$ cat src/rtl/csr_access_ctrl.sv
// Zicsr initiator: sequences one read-modify-write against the machine CSR file.
// Latency: accept -> READ -> WRITE -> RESP (3 cycles), illegal requests respond 1 cycle after accept.
// Backpressure: req_ready is high only in IDLE with no flush; the pipeline stalls while busy.
module csr_access_ctrl #(
  parameter int DATA_W = 32,
  parameter int ADDR_W = 12
) (
  input  logic              clk,
  input  logic              rst,
  input  logic              req_valid,
  output logic              req_ready,
  input  logic [2:0]        funct3,
  input  logic [ADDR_W-1:0] csr_addr_i,
  input  logic [4:0]        rs1_idx,
  input  logic [4:0]        rd_idx,
  input  logic [DATA_W-1:0] rs1_data,
  input  logic              flush,
  output logic [ADDR_W-1:0] addr,
  output logic [DATA_W-1:0] wdata,
  output logic              csr_rd,
  output logic              csr_wr,
  input  logic [DATA_W-1:0] rdata,
  output logic              rsp_valid,
  output logic [DATA_W-1:0] rsp_data,
  output logic              illegal
);

  typedef enum logic [1:0] {IDLE, READ, WRITE, RESP} state_t;

  state_t            state;
  logic [2:0]        f3_q;
  logic [4:0]        rs1_q;
  logic [DATA_W-1:0] rs1d_q;
  logic [DATA_W-1:0] old_q;

  logic              legal_f3;
  logic              legal_addr;
  logic              req_legal;
  logic              rd_en_in;
  logic              do_write;
  logic [DATA_W-1:0] src;
  logic [DATA_W-1:0] rd_val;
  logic [DATA_W-1:0] wdata_nxt;

  assign req_ready  = (state == IDLE) && !flush;
  assign legal_f3   = (funct3 != 3'b000) && (funct3 != 3'b100);
  assign legal_addr = (csr_addr_i == ADDR_W'(12'h300)) || (csr_addr_i == ADDR_W'(12'h304)) ||
                      (csr_addr_i == ADDR_W'(12'h341)) || (csr_addr_i == ADDR_W'(12'h344));
  assign req_legal  = legal_f3 && legal_addr;
  // CSRRW/CSRRWI to x0 must not cause read side effects
  assign rd_en_in   = !((funct3[1:0] == 2'b01) && (rd_idx == 5'd0));
  assign do_write   = (f3_q[1:0] == 2'b01) || (rs1_q != 5'd0);
  assign src        = f3_q[2] ? {{(DATA_W-5){1'b0}}, rs1_q} : rs1d_q;
  assign rd_val     = csr_rd ? rdata : '0;

  always_comb begin
    wdata_nxt = '0;
    case (f3_q[1:0])
      2'b01:   wdata_nxt = src;
      2'b10:   wdata_nxt = rd_val | src;
      2'b11:   wdata_nxt = rd_val & ~src;
      default: wdata_nxt = '0;
    endcase
  end

  always_ff @(posedge clk or posedge rst) begin
    if (rst) begin
      state     <= IDLE;
      addr      <= '0;
      wdata     <= '0;
      csr_rd    <= 1'b0;
      csr_wr    <= 1'b0;
      rsp_valid <= 1'b0;
      rsp_data  <= '0;
      illegal   <= 1'b0;
      f3_q      <= '0;
      rs1_q     <= '0;
      rs1d_q    <= '0;
      old_q     <= '0;
    end else begin
      case (state)
        IDLE: begin
          if (req_valid && req_ready) begin
            f3_q   <= funct3;
            rs1_q  <= rs1_idx;
            rs1d_q <= rs1_data;
            addr   <= csr_addr_i;
            if (req_legal) begin
              state  <= READ;
              csr_rd <= rd_en_in;
            end else begin
              state     <= RESP;
              rsp_valid <= 1'b1;
              illegal   <= 1'b1;
              rsp_data  <= '0;
            end
          end
        end
        READ: begin
          // old value captured here so the response is always pre-write
          csr_rd <= 1'b0;
          old_q  <= rd_val;
          if (flush) begin
            state <= IDLE;
          end else begin
            state  <= WRITE;
            csr_wr <= do_write;
            wdata  <= wdata_nxt;
          end
        end
        WRITE: begin
          csr_wr <= 1'b0;
          wdata  <= '0;
          if (flush) begin
            state <= IDLE;
          end else begin
            state     <= RESP;
            rsp_valid <= 1'b1;
            rsp_data  <= old_q;
          end
        end
        RESP: begin
          rsp_valid <= 1'b0;
          illegal   <= 1'b0;
          rsp_data  <= '0;
          state     <= IDLE;
        end
        default: state <= IDLE;
      endcase
    end
  end

endmodule
$ cat config.mk
export PLATFORM = sky130hd
export DESIGN_NAME = csr_access_ctrl
export DESIGN_NICKNAME = d
export VERILOG_FILES = /design/src/rtl/csr_access_ctrl.sv
export SDC_FILE = /design/constraint.sdc
export NUM_CORES = 1
export LEC_CHECK = 0
export CAP_MARGIN = 20
export CORE_UTILIZATION = 30
export CTS_BUF_LIST = sky130_fd_sc_hd__clkbuf_8
export DETAILED_ROUTE_END_ITERATION = 10
export GPL_ROUTABILITY_DRIVEN = 0
export PLACE_DENSITY = 0.62
export SKIP_CTS_REPAIR_TIMING = 1
export SLEW_MARGIN = 20
export SYNTH_ARGS = -nofsm -noshare
export SYNTH_HDL_FRONTEND = slang
export SYNTH_SLANG_ARGS = --single-unit
$ cat constraint.sdc
create_clock -name clk -period 5.1 [get_ports clk]
set_input_delay 1.02 -clock clk [delete_from_list [all_inputs] [get_ports clk]]
set_output_delay 1.02 -clock clk [all_outputs]
set_load 0.05 [all_outputs]
# Yosys cells after proc, flatten, opt, wreduce, memory -nomap -nowiden
# Index checks and enable logic that the tools add are counted.
# totals
inputBits,93
mem_count,0
mem_bits_ro,0
wordCells,80
regBits,154
latchBits,0
ramBits,0
# classes
n_bitwise,3
add_sub_neg,0
order_cmp,0
n_eq_ne,17
n_div,0
n_mux,24
n_shift,0
reduce_logical,24
n_mul,0
# op_table
op,n
2-to-1 mux 32 bit,6
one-hot mux 32 bit (3 select lines),2
one-hot mux 32 bit (2 select lines),1
equality test 12 x 10 -> 1 bit (second input constant),4
bitwise AND 32 bit,1
NOT 32 bit,1
OR 32 bit,1
equality test 2 bit (second input constant),4
2-to-1 mux 2 bit,4
inequality test 2 bit (second input constant),4
one-hot mux 2 bit (4 select lines),1
equality test 2 x 1 -> 1 bit (second input constant),3
2-to-1 mux 1 bit,6
one-hot mux 1 bit (2 select lines),3
AND reduction 3 bit,2
nonzero test 2 bit,3
nonzero test 3 bit,2
logical AND 1 bit,5
zero test 5 bit,1
nonzero test 5 bit,1
logical OR 1 bit,4
AND reduction 2 bit,2
AND reduction 4 bit,1
inequality test 3 bit (second input constant),1
other kinds (4),5

# Longest topological paths before layout
# Gate-level depths: netlist of the first run.
# logic_depth
ltp_word,8
ltp_mapped,7

# Worst setup path after synthesis of the first run
# No wires, ideal clock.
# synth_path
path_kind,input port to flip-flop
from,in flush
to,reg rs1d_q[10]
setup_slack_ns,2.464
arrival_ns,2.511
n_path_buf,3
stages,6
cell_sequence,buf_4 -> nor3_4 -> and2_1 -> buf_4 -> buf_4 -> mux2_2
# synth_via
elab_chain_len,4
# synth_rtl
item,line,source
"start, declared",17,"input logic flush,"
zero test 1 bit,45,assign req_ready = (state == IDLE) && !flush;
logical AND 1 bit,45,
net req_ready,11,"output logic req_ready,"
logical AND 1 bit,83,if (req_valid && req_ready) begin
AND reduction 2 bit (no source line),-,
"end signal, assigned",86,rs1d_q <= rs1_data;
"end, declared",33,logic [DATA_W-1:0] rs1d_q;
# The timed path passes the listed nets, and every way through them passes these cells.
# A chain may end at the register's enable or synchronous reset.

# Worst setup path in the final report of the first run
# layout_path
from,in flush
to,out req_ready
# layout_via
elab_chain_len,2
# layout_rtl
item,line
zero test 1 bit,45
logical AND 1 bit,45
"end, declared",11
# Every way passes these cells.

==> metrics, run 1 <==
Residual DRC=0; RSZ-0062 raised after global routing=no; post-route clock period utilization=73.5%; top cell type's share of synthesized area=between 50% and 60%; post-route antenna net violation count=0; starting density of the core=30.6%; Synth cell types=46; Total GRT Usage=17.2%; Cells after DPL=990; Finished Layout Cells=1025; area delta synth->final=36.7%; first-pass GRT wire length=~29000 um; Critical Path RT=4.08 ns; largest family of logic cells by synthesized area=compound AO/OA/AOI/OAI gates; sequential share of the synthesized area=57.8%; Sink Count=154; Hold Path Class=reg -> reg; H-Tree Depth=4; DRT Wirelength=19000 um; Synth Area in XOR/XNOR=less than 1%; Max-Cap Viols=0; status=finished clean; I/O pin cnt=about 170; area leader, netlist=dfrtp_1; Synth area leaders=dfrtp_1 (58%), mux2_2 (8.6%), a22o_1 (7.2%); max frequency=between 200 and 300 MHz; complex-gate fraction of the synthesized area=15.3%; clock buffer count from CTS=17; die area=0.0228 mm2; share of post-route cells with drive strength above 1=15.7%; post-DP HPWL=13200 um; Worst Skew=~0.010 ns; drt initial violations=about 250; Synth async-reset ratio=between 90% and 100%; floorplan row count=54; post-layout min period=roughly 3.7 ns; largest net degree at the start of global routing=90; max-slew violations=0; Sum Neg Setup Slack=0 ns; leakage power=between 3 and 4 nW; YS warnings=0; crit end category=output pin; Worst-path clk slew=0.08 ns; area of the core=roughly 0.022 mm2; final hold vios=0; EDFF count, synth=0; Worst Setup Start Kind=input port; kind of critical path=in -> out; mean post-synth cell area=11.7 um2; CP Max Fanout=9; CTS tree=built; Synth Register Bits=154; PD cells=435 mW/mm2; top_reg_cell synth=dfrtp_1; GR Overflow Total=0; Adder-Cell Fraction of Synth Area=0%; Die W=151 um; drt wl/cell=18.5 um; clock latency on the worst-skew pair=0.45 ns; IR drop worst, VDD=0.000149 V; 1st-pass router iterations=4; CP arrival=2.73 ns; total power=0.00397 W; synthesized area=0.00667 mm2; count leader, synth=dfrtp_1; post-synthesis mux area share=a little over a tenth; NumNets Final=824; worst slew pin tran=~0.7 ns; post-synthesis cell count=571; vias per inst=between 4 and 5; relative slew slack=51.8%; Synth Area in Simple Gates=12.1%; Die Height=~150 um; final setup fails=0; initial antenna violation count=0; I/O Buffers=173; Max Root-Sink Buffers=2; total number of vias=around 5000; synth cell count leaders=dfrtp_1 (154), nand2_1 (76), o21ai_0 (62), a22o_1 (55), mux2_2 (51); vias in the first global route=4829; root buf cell=clkbuf_8; syn nets=664
## registers in the layout, indices dropped and copies added, names as in the netlist
| name | count |
|---|---|
| state | 2 |
| csr_rd | 1 |
| rsp_data | 32 |
| rs1d_q | 32 |
| csr_wr | 1 |
| old_q | 32 |
| wdata | 32 |
| f3_q | 3 |
| rs1_q | 5 |
| illegal | 1 |
| rsp_valid | 1 |
| addr | 12 |
## worst paths after layout
check	from	to	slack [ns]	cells after the start
worst max-delay path	flush	req_ready	1.35	3
worst max register to register	state[0]	rs1d_q[28]	2.73	4
worst min register to register	wdata[4]	wdata[4]	0.48	2
min in group asynchronous	rst	addr[8]	0.94	2
max in group asynchronous	rst	wdata[28]	3.21	3
worst min-delay path	wdata[4]	wdata[4]	0.48	2
## cell type report
| type | instances | area [um2] |
|---|---|---|
| Timing Repair Buffer | 185 | 1860 |
| Sequential cell | 154 | 3850 |
| Inverter | 5 | 27.5 |
| Multi-Input combinational cell | 368 | 2600 |
| Clock inverter | 13 | 158 |
| Tap cell | 280 | 350 |
| Clock buffer | 19 | 262 |
| Fill cell | 2085 | 12700 |
| Antenna cell | 1 | 2.50 |
## stage by stage
stage               worst slack (ns)  cell area, um2  hold WS [ns]  util, %
global placement                1.37            8660         0.461     39.7
CTS                             1.35            9070         0.489     41.6
global route                    1.28            9110         0.505     41.8
finish                          1.35            9120         0.484     41.8
floorplan                       2.14            6670         0.450        -
detailed placement              1.34            8660         0.470     39.7
## power by group
group	internal [W]	total [W]	switching, W
registers	0.00148	0.00164	0.000166
clock network	0.000475	0.000972	0.000497
logic	0.000534	0.00135	0.000821
total	0.00249	0.00397	0.00148
## logic make-up after synthesis
| kind of cell | Yosys count |
|---|---|
| and+or+nand+nor | 157 |
| DFF | 154 |
| AOI/OAI and AO/OA | 145 |
| muxes | 64 |
| buffers and inverters | 49 |
| xor gates and xnor gates | 2 |
## critical path: stages
cell and delay, ns:
clkdlybuf4s50_1 0.64, nor3_4 0.24, clkdlybuf4s50_1 0.83
## metal layers
metal / GRT usage [%] / wire (um) / share of wire (%) / vias to the layer above
li1: - / - / - / 2376
met1: 24.9 / 9090 / 48 / 2490
met2: 24.6 / 8610 / 45 / 127
met3: 4.04 / 842 / 4.4 / 21
met4: 6.95 / 427 / 2.3 / 0
met5: 0 / 0 / 0 / -
## cells in the final DEF, fill, tap and decap left out, drive strengths merged
master / Yosys / final
a21oi: 8 / 8
a22o: 57 / 57
a22oi: 2 / 2
a2bb2oi: 1 / 1
a32oi: 1 / 1
and2: 1 / 1
and4bb: 1 / 1
buf: 17 / 12
bufinv: 0 / 2
clkbuf: 27 / 19
clkdlybuf4s50: 0 / 173
clkinv: 0 / 5
clkinvlp: 0 / 2
dfrtp: 154 / 154
diode: 0 / 1
inv: 5 / 9
mux2: 51 / 51
mux2i: 13 / 13
nand2: 77 / 77
nand2b: 29 / 29
nand3: 1 / 1
nand4: 25 / 25
nor2: 6 / 6
nor2b: 7 / 7
nor3: 6 / 6
nor4b: 1 / 1
o211ai: 1 / 1
o21a: 1 / 1
o21ai: 67 / 67
o22ai: 1 / 1
o31a: 3 / 3
o32ai: 1 / 1
o41a: 1 / 1
o41ai: 1 / 1
or3: 2 / 2
or4: 1 / 1
xnor2: 2 / 2
Power figures use the tool's default switching activity.
==> inputs of run 2 (changes only) <==
PLACE_DENSITY = 0.6   (was 0.62)
clock period = 3.8 ns   (was 5.1 ns; I/O delays follow)
==> run 2 against run 1 <==
  * Core utilization about the same
  * Via count down 1.7%
  * Highest routed layer unchanged
  * Non-clock buffer count up 2
  * Largest power group unchanged
  * Die area unchanged
  * Hold slack better by 0.0035 ns
==> metrics, run 2 (same netlist as run 1, synthesis figures left out) <==
status=finished clean (unchanged); most frequent cells in the layout=clkdlybuf4s50_1 (173), dfrtp_1 (153), nand2_1 (75) (unchanged); clock latency on the worst-skew pair=0.47 ns (was 0.45 ns); Sum Neg Setup Slack=0 ns (unchanged); kind of critical path=in -> out (unchanged); Die Height=151 um (unchanged); combinational power share=34.0% (was 34.1%); pre-CTS setup slack=0.836 ns (was 1.34 ns); vias in the first global route=4875 (was 4829); I/O pin cnt=174 (unchanged); crit end category=output pin (unchanged); Fin Hold WS=0.487 ns (was 0.484 ns); Critical R2R Capture=rs1d_q[23] (was rs1d_q[28]); initial antenna violation count=1 (was 0); drt initial violations=279 (was 253); crit path to=req_ready (unchanged); sw frac=38.5% (was 37.4%); DRT Wirelength=18600 um (was 19000 um); NumNets Final=826 (was 824); share of post-route cells with drive strength above 1=16.0% (was 15.7%); final hold vios=0 (unchanged); H-Tree Depth=4 (unchanged); area of the core=0.0218 mm2 (unchanged); post-DP HPWL=12900 um (was 13200 um); clock buffer count from CTS=17 (unchanged); largest net degree at the start of global routing=99 (was 90); fillers=2122 (was 2085); max-slew violations=0 (unchanged); Clock Power Share=24.2% (was 24.5%); starting density of the core=30.6% (unchanged); Worst Skew=0.0216 ns (was 0.0104 ns); IR drop worst, VDD=0.000203 V (was 0.000149 V); 1st-pass router iterations=4 (unchanged); vias per inst=4.80 (was 4.89); Residual DRC=0 (unchanged); Setup WS post-layout=0.840 ns (was 1.35 ns); PD cells=580 mW/mm2 (was 435 mW/mm2); relative slew slack=53.7% (was 51.8%); Max-Cap Viols=0 (unchanged); worst r2r src=state[0] (unchanged); leakage power=3.89 nW (about the same); RSZ-0062 raised after global routing=no (unchanged); Die W=151 um (unchanged); die area=0.0228 mm2 (unchanged); post-route clock period utilization=77.9%; Sink Count=154 (unchanged); Sequential Power Share=41.8% (was 41.4%); commonest non-fill, non-tap cell in the layout=clkdlybuf4s50_1 (unchanged); Worst-path clk slew=0.09 ns (was 0.08 ns); Final Instance Area=0.00912 mm2 (about the same); CP arrival=2.20 ns (was 2.73 ns); HP Start=wdata[3] (was wdata[4]); post-layout min period=just under 3 ns; total number of vias=4929 (was 5014); root buf cell=clkbuf_8 (unchanged); first-pass GRT wire length=28900 um (was 29100 um); drt wl/cell=18.1 um (was 18.5 um); Pint=0.00325 W (was 0.00249 W); max frequency=~340 MHz; CP Max Fanout=3 (was 9); Total GRT Usage=17.1% (was 17.2%); CTS tree=built (unchanged); floorplan row count=54 (unchanged); Reg2Reg Depth=4 (unchanged); final setup fails=0 (unchanged); GR Overflow Total=0 (unchanged); I/O Buffers=173 (unchanged); Critical Path RT=3.04 ns (was 4.08 ns); DP Area=0.00871 mm2 (was 0.00866 mm2); Net Sw Power=0.00204 W (was 0.00148 W); Worst Setup Start Kind=input port (unchanged); worst slew pin tran=0.694 ns (was 0.721 ns); Hold Path Class=reg -> reg (unchanged); Max Root-Sink Buffers=2 (unchanged); Crit. Startpoint=flush (unchanged); area delta synth->final=36.7% (about the same); post-route antenna net violation count=0 (unchanged); flop2flop setup slack=1.63 ns (was 2.73 ns)
run 2: changes by cell type in the layout (fill, tap and decap cells not counted), sizes merged:
cell      change
clkinv        -2
clkinvlp      +1
buf           +2
clkbuf        -2
bufinv        -1
inv           +4
run 2: worst min path at each step:
| stage | end | cells after the start |
|---|---|---|
| after detailed placement | old_q[1] | 2 |
| after floorplan | old_q[30] | 2 |
| after global placement | old_q[11] | 2 |
| after CTS | rsp_data[17] | 1 |
| after global routing | old_q[1] | 2 |
| final | wdata[3] | 2 |
run 2: metrics by stage:
step	total power [W]	std cells	util, %
after floorplan	0.00341	571	-
after global placement	0.00403	994	39.9
after detailed placement	0.00406	994	39.9
after CTS	0.00537	1026	41.8
after global routing	0.00559	1027	41.8
final	0.00529	1027	41.8
run 2: power groups by stage:
stage	logic (W)	clock network, W	registers, W
final	0.00180	0.00128	0.00221
after global routing	0.00194	0.00139	0.00226
after CTS	0.00182	0.00133	0.00221
after detailed placement	0.00182	0	0.00224
after global placement	0.00179	0	0.00224
after floorplan	0.000750	0	0.00266
run 2: layout make-up:
class / instances / area (um2) / area share, %
Sequential cell: 154 / 3850 / 42.3
Multi-Input combinational cell: 368 / 2600 / 28.5
Timing Repair Buffer: 187 / 1870 / 20.6
Tap cell: 280 / 350 / 3.84
Clock buffer: 17 / 234 / 2.57
Clock inverter: 15 / 173 / 1.89
Inverter: 5 / 27.5 / 0.302
Antenna cell: 1 / 2.50 / 0.0274
run 2: critical path, cell delays in order:
cell	delay, ns
clkdlybuf4s50_1	0.45
nor3_4	0.15
clkdlybuf4s50_1	0.83
run 2: per-layer routing:
layer	track usage (%)	share of wire (%)	wire length [um]
met4	6.55	2.2	406
met3	3.31	3.7	684
met2	25.3	46	8510
met1	24.5	48	8950
met5	0	0	0
